`src/rtl/hazard_stall_unit.sv`:
```
// rtl/hazard_stall_unit.sv - ID-stage hazard controller: load-use, branch-operand and multiply stalls.
module hazard_stall_unit #(
    parameter int MUL_LATENCY = 4,
    parameter int CNT_W       = 16
) (
    input  logic             Clk,
    input  logic             Reset,
    input  logic [4:0]       IF_ID_rs,
    input  logic [4:0]       IF_ID_rt,
    input  logic             IF_ID_UsesRt,
    input  logic             Branch_ID,
    input  logic             BranchTaken_ID,
    input  logic [4:0]       ID_EX_DstReg,
    input  logic             ID_EX_RegWrite,
    input  logic             ID_EX_MemRead,
    input  logic             ID_EX_MulStart,
    input  logic [4:0]       EX_MEM_DstReg,
    input  logic             EX_MEM_MemRead,
    output logic             PCWrite,
    output logic             IF_ID_Write,
    output logic             ID_EX_Bubble,
    output logic             IF_ID_Flush,
    output logic             Stalled,
    output logic [CNT_W-1:0] StallCount
);

    localparam int MW = $clog2(MUL_LATENCY);
    localparam logic [MW-1:0] MUL_LOAD = MW'(MUL_LATENCY - 2);

    typedef enum logic [1:0] {RUN, BR_LOAD_WAIT, MUL_WAIT} state_t;

    state_t        state, state_next;
    logic [MW-1:0] mul_cnt, mul_cnt_next;
    logic          match_e, match_m;
    logic          load_use, br_alu_dep, br_mem_dep;

    assign match_e = (ID_EX_DstReg != 5'd0) &&
                     ((ID_EX_DstReg == IF_ID_rs) || (IF_ID_UsesRt && (ID_EX_DstReg == IF_ID_rt)));
    assign match_m = (EX_MEM_DstReg != 5'd0) &&
                     ((EX_MEM_DstReg == IF_ID_rs) || (IF_ID_UsesRt && (EX_MEM_DstReg == IF_ID_rt)));

    assign load_use   = ID_EX_MemRead && ID_EX_RegWrite && match_e;
    assign br_alu_dep = Branch_ID && ID_EX_RegWrite && match_e && !ID_EX_MemRead;
    assign br_mem_dep = Branch_ID && EX_MEM_MemRead && match_m;

    always_ff @(posedge Clk) begin
        if (Reset) begin
            state   <= RUN;
            mul_cnt <= '0;
        end else begin
            state   <= state_next;
            mul_cnt <= mul_cnt_next;
        end
    end

    always_comb begin
        state_next   = state;
        mul_cnt_next = mul_cnt;
        PCWrite      = 1'b1;
        IF_ID_Write  = 1'b1;
        ID_EX_Bubble = 1'b0;
        IF_ID_Flush  = 1'b0;
        case (state)
            RUN: begin
                if (ID_EX_MulStart) begin
                    PCWrite     = 1'b0;
                    IF_ID_Write = 1'b0;
                    // A two-cycle multiply needs only this one stall cycle.
                    if (MUL_LATENCY > 2) begin
                        state_next   = MUL_WAIT;
                        mul_cnt_next = MUL_LOAD;
                    end
                end else if (load_use) begin
                    PCWrite      = 1'b0;
                    IF_ID_Write  = 1'b0;
                    ID_EX_Bubble = 1'b1;
                    if (Branch_ID)
                        state_next = BR_LOAD_WAIT;
                end else if (br_alu_dep || br_mem_dep) begin
                    PCWrite      = 1'b0;
                    IF_ID_Write  = 1'b0;
                    ID_EX_Bubble = 1'b1;
                end else if (Branch_ID && BranchTaken_ID) begin
                    IF_ID_Flush = 1'b1;
                end
            end
            BR_LOAD_WAIT: begin
                PCWrite      = 1'b0;
                IF_ID_Write  = 1'b0;
                ID_EX_Bubble = 1'b1;
                state_next   = RUN;
            end
            MUL_WAIT: begin
                PCWrite     = 1'b0;
                IF_ID_Write = 1'b0;
                // mul_cnt counts the MUL_WAIT cycles still to go, including this one.
                if (mul_cnt <= MW'(1)) begin
                    state_next   = RUN;
                    mul_cnt_next = '0;
                end else begin
                    mul_cnt_next = mul_cnt - MW'(1);
                end
            end
            default: state_next = RUN;
        endcase
        if (Reset) begin
            PCWrite      = 1'b1;
            IF_ID_Write  = 1'b1;
            ID_EX_Bubble = 1'b0;
            IF_ID_Flush  = 1'b0;
        end
    end

    assign Stalled = ~PCWrite;

    always_ff @(posedge Clk) begin
        if (Reset)
            StallCount <= '0;
        else if (!PCWrite && (StallCount != {CNT_W{1'b1}}))
            StallCount <= StallCount + CNT_W'(1);
    end

endmodule

```
`config.mk`:
```
export PLATFORM = sky130hd
export DESIGN_NAME = hazard_stall_unit
export DESIGN_NICKNAME = d
export VERILOG_FILES = /design/src/rtl/hazard_stall_unit.sv
export SDC_FILE = /design/constraint.sdc
export NUM_CORES = 1
export LEC_CHECK = 0
export BUFFER_PORTS_ARGS = -buffer_cell sky130_fd_sc_hd__buf_4
export CAP_MARGIN = 20
export CORE_ASPECT_RATIO = 1.1
export CORE_MARGIN = 8
export CORE_UTILIZATION = 45
export DETAILED_ROUTE_END_ITERATION = 8
export HOLD_SLACK_MARGIN = 0.02
export PLACE_DENSITY_LB_ADDON = 0.25
export SLEW_MARGIN = 20
export SYNTH_ARGS = -nofsm -noshare
export SYNTH_HDL_FRONTEND = slang
export SYNTH_SLANG_ARGS = --single-unit
```
`constraint.sdc`:
```
create_clock -name Clk -period 3.45 [get_ports Clk]
set_input_delay 0.1725 -clock Clk [delete_from_list [all_inputs] [get_ports Clk]]
set_output_delay 0.1725 -clock Clk [all_outputs]
set_load 0.005 [all_outputs]
```
# Word level (Yosys, flattened, before mapping)
# Index checks and enable logic that the tools add are counted.
word_totals:
  input_bits: 29
  regBits: 20
classes:
  n_addsub: 2
  mux: 24
  eq_ne: 11
  order_cmp: 1
  n_reduce_logical: 25
  bitwise_logic: 1
op_table:
  columns: ["operator", "n"]
  rows:
  - ["$eq A5 B5 Y1", 4]
  - ["$add A16 B1 Y16 const B", 1]
  - ["$ne A16 B16 Y1 const B", 1]
  - ["$mux W1", 14]
  - ["$logic_and A1 B1 Y1", 13]
  - ["$mux W2", 6]
  - ["$reduce_bool A5 Y1", 2]
  - ["$pmux W2 S2", 2]
  - ["$ne A3 B3 Y1 const B", 2]
  - ["$ne A2 B2 Y1 const B", 2]
  - ["$pmux W1 S2", 2]
  - ["$logic_or A1 B1 Y1", 3]
  - ["$reduce_and A3 Y1", 1]
  - ["$eq A2 B1 Y1 const B", 1]
  - ["$eq A2 B2 Y1 const B", 1]
  - ["$le A2 B1 Y1 const B", 1]
  - ["$logic_not A1 Y1", 2]
  - ["$logic_not A2 Y1", 1]
  - ["$reduce_and A2 Y1", 1]
  - ["$reduce_bool A2 Y1", 1]
  - ["$reduce_or A2 Y1", 1]
  - ["$sub A2 B1 Y2 const B", 1]
  - ["$not A1 Y1", 1]

# Logic depth before layout (Yosys ltp)
logic_depth:
  depth_word: 14
  mapped_depth: 9

# Worst setup path after synthesis
# OpenSTA, ideal clock, no wires.
synth_timing:
  path_kind: "in2reg"
  start: "input ID_EX_DstReg[3]"
  end: "register StallCount[13]"
  setup_ns: 0.071
  stages: 8
  arrival_time_ns: 1.888
  path_buffers: 1
  slack_ns: 1.491
  path_cell_list: "xor2_1 > nor4_2 > a32oi_1 > o221ai_4 > nand2_4 > buf_6 > or4_1 > a21oi_1"
synth_between:
  elab_chain_cells: 14
synth_lines:
  columns: ["element", "line_no", "source"]
  rows:
  - ["from (decl)", "13", "input logic [4:0] ID_EX_DstReg,"]
  - ["$eq A5 B5 Y1", "38", "((ID_EX_DstReg == IF_ID_rs) || (IF_ID_UsesRt && (ID_EX_DstReg == IF_ID_rt)));"]
  - ["$logic_and A1 B1 Y1", "38", null]
  - ["$logic_or A1 B1 Y1", "38", null]
  - ["$logic_and A1 B1 Y1 (*)", "37", "assign match_e = (ID_EX_DstReg != 5'd0) &&"]
  - ["$logic_and A1 B1 Y1 (2 in a row)", "43", "assign br_alu_dep = Branch_ID && ID_EX_RegWrite && match_e && !ID_EX_MemRead;"]
  - ["$logic_or A1 B1 Y1", "79", "end else if (br_alu_dep || br_mem_dep) begin"]
  - ["$mux W1", "79", null]
  - ["$mux W1 (*)", "73", "end else if (load_use) begin"]
  - ["$mux W1 (*)", "65", "if (ID_EX_MulStart) begin"]
  - ["$pmux W1 S2 (*)", "63", "case (state)"]
  - ["$mux W1 (*)", "106", "if (Reset) begin"]
  - ["$logic_not A1 Y1 (*)", "119", "else if (!PCWrite && (StallCount != {CNT_W{1'b1}}))"]
  - ["$logic_and A1 B1 Y1 (*)", "119", null]
  - ["to (signal assigned)", "120", "StallCount <= StallCount + CNT_W'(1);"]
  - ["to (decl)", "24", "output logic [CNT_W-1:0] StallCount"]
# Every way passes the cells marked *; elsewhere a longest branch is shown, timed or not.
# A chain may end at the register's enable or synchronous reset.

# Worst setup path in the final report
layout_timing:
  start: "input ID_EX_DstReg[0]"
  end: "output Stalled"
layout_between:
  elab_chain_cells: 13
layout_lines:
  columns: ["element", "line_no", "source"]
  rows:
  - ["$eq A5 B5 Y1", "38", null]
  - ["$logic_and A1 B1 Y1", "38", null]
  - ["$logic_or A1 B1 Y1", "38", null]
  - ["$logic_and A1 B1 Y1 (*)", "37", null]
  - ["$logic_and A1 B1 Y1 (2 in a row)", "43", null]
  - ["$logic_or A1 B1 Y1", "79", null]
  - ["$mux W1", "79", null]
  - ["$mux W1 (*)", "73", null]
  - ["$mux W1 (*)", "65", null]
  - ["$pmux W1 S2 (*)", "63", null]
  - ["$mux W1 (*)", "106", null]
  - ["$not A1 Y1 (*)", "114", "assign Stalled = ~PCWrite;"]
  - ["to (decl)", "23", "output logic Stalled,"]
# Marks and branches as above.

==> flow_summary_export.csv <==
group,metric,value,unit
synth,synth_warnings,0,
floorplan,initial_core_util,0.4779,
global_route,grt_pass1_wl,6058,um
synth,yosysTopAreaCell,"dfxtp_1",
global_route,grt_pass1_vias,1410,
power_and_ir_drop,peakVddDrop,341.6,uV
floorplan,die_w,67.79,um
power_and_ir_drop,power,0.5185,mW
critical_path,cp_data_arrival_time,1.94,ns
finish,antenna_cells,0,
synth,synth_most_common_cell,"xor2_1",
synth,netlist_instances,162,
clocking,cts.repair.resized,0,
power_and_ir_drop,p_int,0.3672,mW
timing,fmax,472.7,MHz
status,status,"complete, no violations",
timing,setup_viol,0,
clocking,cts-root-buf,"clkbuf_4",
timing,rsz0062_at_grt,"false",
clocking,cts_buffers,3,
finish,final_core_util,0.6288,
global_route,overflow,0,
power_and_ir_drop,p_leak,0.7272,nW
finish,fillers,248,
route,routed_wl,3766,um
clocking,cts.sinks,20,
route,firstDrtPassIters,4,
synth,ys_async_sr_fraction,0,
synth,synth_common_cells,"xor2_1, dfxtp_1, nor2_1, a21oi_1, nand3_1",
power_and_ir_drop,seq_power_share,0.473,
timing,fin_worst_skew,0.005838,ns
synth,ys_ff_latch,20,
finish,seq_area,400.4,sq um
placed_design,place_ws,1.206,ns
global_route,grt_max_degree,24,
synth,syn_avg_cell_area,8.195,sq um
timing,slew_viol_final,0,
clocking,clockBufferDepth,2,
finish,multiInputGateArea,867.1,sq um
route,via_count,1363,
route,wire_per_inst,15.43,um
global_route,grtUsageTotal,0.1523,
clocking,post-cts-setup-buffer-count,0,
critical_path,rr_startpoint,"state[1]",
power_and_ir_drop,pwr-share-comb,0.261,
synth,ys.flop_type,"dfxtp_1",
floorplan,row_count,20,
floorplan,die-area,0.004946,sq mm
synth,synth_edf_count,0,
timing,setup_tns,0,ns
critical_path,critPathKind,"in2out",
critical_path,rr_worst_depth,8,
worst_hold_path,worstHoldEndpoint,"state[0]",
power_and_ir_drop,powerDensity,296.8,mW/mm^2
timing,worst_slack,1.335,ns
placed_design,place_hpwl,3052,um
clocking,cts.hold.buffers_added,0,
critical_path,worst_setup_path_end_kind,"output pin",
worst_hold_path,hold_start,"Branch_ID",
critical_path,startpoint_type,"primary input",
placed_design,io_buffers,49,
floorplan,ios,50,
timing,whs,0.1945,ns
floorplan,die_y,72.97,um
worst_hold_path,worstHoldPathType,"in2reg",
route,drtIter0Drc,101,
synth,syn_area,0.001328,sq mm
clocking,clkTransAtPathRegs,0.11,ns
floorplan,core_area,0.002778,sq mm
clocking,clk_latency,0.31,ns
timing,period_minus_slack,2.115,ns
synth,synth_cell_type_count,35,
clocking,tritoncts,"yes",
finish,syn_to_final_growth,31.57,%
timing,worst_pin_slew,0.4282,ns
power_and_ir_drop,p_sw_frac,0.2918,
timing,fin_crit_sh,0.6132,
placed_design,gp_congestion,0.9156,
synth,synth_top_area_share,0.3016,
power_and_ir_drop,power.switching,0.1513,mW
critical_path,crit_fanout,8,
route,drc,0,
critical_path,rrSetupSlack,1.35,ns
synth,seq_area_frac_synth,0.3016,
power_and_ir_drop,pwr-share-clk,0.266,
route,ant_nets,0,
worst_hold_path,min_delay_path_depth,3,
timing,slew_headroom,0.7115,
critical_path,reg2reg_to,"StallCount[15]",
global_route,antenna_found_initial,0,
finish,drive_gt1_frac,0.2891,
synth,synth_fp_nets,195,
clocking,cts.htree.levels,1,
timing,final_hold_viol_count,0,
job,maxCapViolCount,0,
critical_path,worstPathRequired,3.28,ns
finish,nets,245,
synth,synthTopCellsByArea,"dfxtp_1, xor2_1, a21oi_1",
route,viasPerCell,5.586,
==> cells in the final DEF, fill, tap and decap left out, types with 2 or more instances in the layout <==
cell / count
nand2_1: 7
or4_1: 5
a32oi_1: 2
ha_1: 4
xnor2_1: 4
o31ai_1: 6
nor3_1: 4
or3_1: 4
a21oi_1: 13
nand4_1: 5
nor2_1: 17
clkbuf_4: 3
nand3_1: 12
inv_1: 9
xor2_1: 23
buf_4: 49
dfxtp_1: 20
o21ai_0: 7
==> registers in the layout, indices dropped and copies added (netlist names) <==
name and count:
StallCount 16, mul_cnt 2, state 2
==> power groups by stage <==
stage	clock, mW	combinational [mW]	sequential [mW]
final	0.138	0.135	0.245
after global routing	0.151	0.149	0.246
after CTS	0.142	0.136	0.245
after detailed placement	0	0.135	0.250
after global placement	0	0.134	0.250
after floorplan	0	0.0780	0.249
==> worst max-delay path by stage <==
stage | startpoint | to | slack (ns) | cells after the start
floorplan | ID_EX_DstReg[3] | StallCount[13] | 1.49 | 8
global placement | ID_EX_DstReg[3] | StallCount[15] | 1.29 | 8
detailed placement | ID_EX_DstReg[3] | StallCount[15] | 1.21 | 8
CTS | ID_EX_DstReg[0] | Stalled | 1.32 | 8
global route | state[1] | StallCount[15] | 1.15 | 8
finish | ID_EX_DstReg[0] | Stalled | 1.33 | 8
==> area by class of cell <==
type | count | area share
multi-input combinational | 129 | 0.4964
sequential | 20 | 0.2292
tap | 33 | 0.02364
clock buffer | 4 | 0.02077
inverter | 9 | 0.01934
timing repair buffer | 49 | 0.2106
==> worst max-delay path, cell delays in order <==
cell	delay, ns
buf_4	0.13
or4_2	0.67
o21a_1	0.20
o21ai_0	0.18
o221ai_4	0.22
nand2_1	0.19
inv_1	0.06
buf_4	0.13
==> per-stage QoR <==
step                      instance area (sq um)  std cells
after CTS                                  1747        244
after detailed placement                   1710        240
final                                      1747        244
after floorplan                            1328        162
after global routing                       1747        244
after global placement                     1710        240
==> layer usage <==
layer / wire length, um / GRT usage / part of all wire
met1: 1540 / 0.1647 / 0.41
met2: 1818 / 0.2719 / 0.48
met3: 347 / 0.03994 / 0.092
met4: 61 / 0.05695 / 0.016
met5: 0 / 0 / 0
==> cell families (layout without fill, tap and decap cells) <==
group / Yosys count / after routing / synth area share
AND/OR/NAND/NOR: 62 / 62 / 0.2498
AO/OA/AOI/OAI: 35 / 35 / 0.1800
XOR/XNOR: 27 / 27 / 0.1781
flip-flops: 20 / 20 / 0.3016
buffers and inverters: 13 / 62 / 0.04524
adder cells (fa/ha/maj): 4 / 4 / 0.03770
multiplexers: 1 / 1 / 0.007540
(Power assumes the default switching activity.)
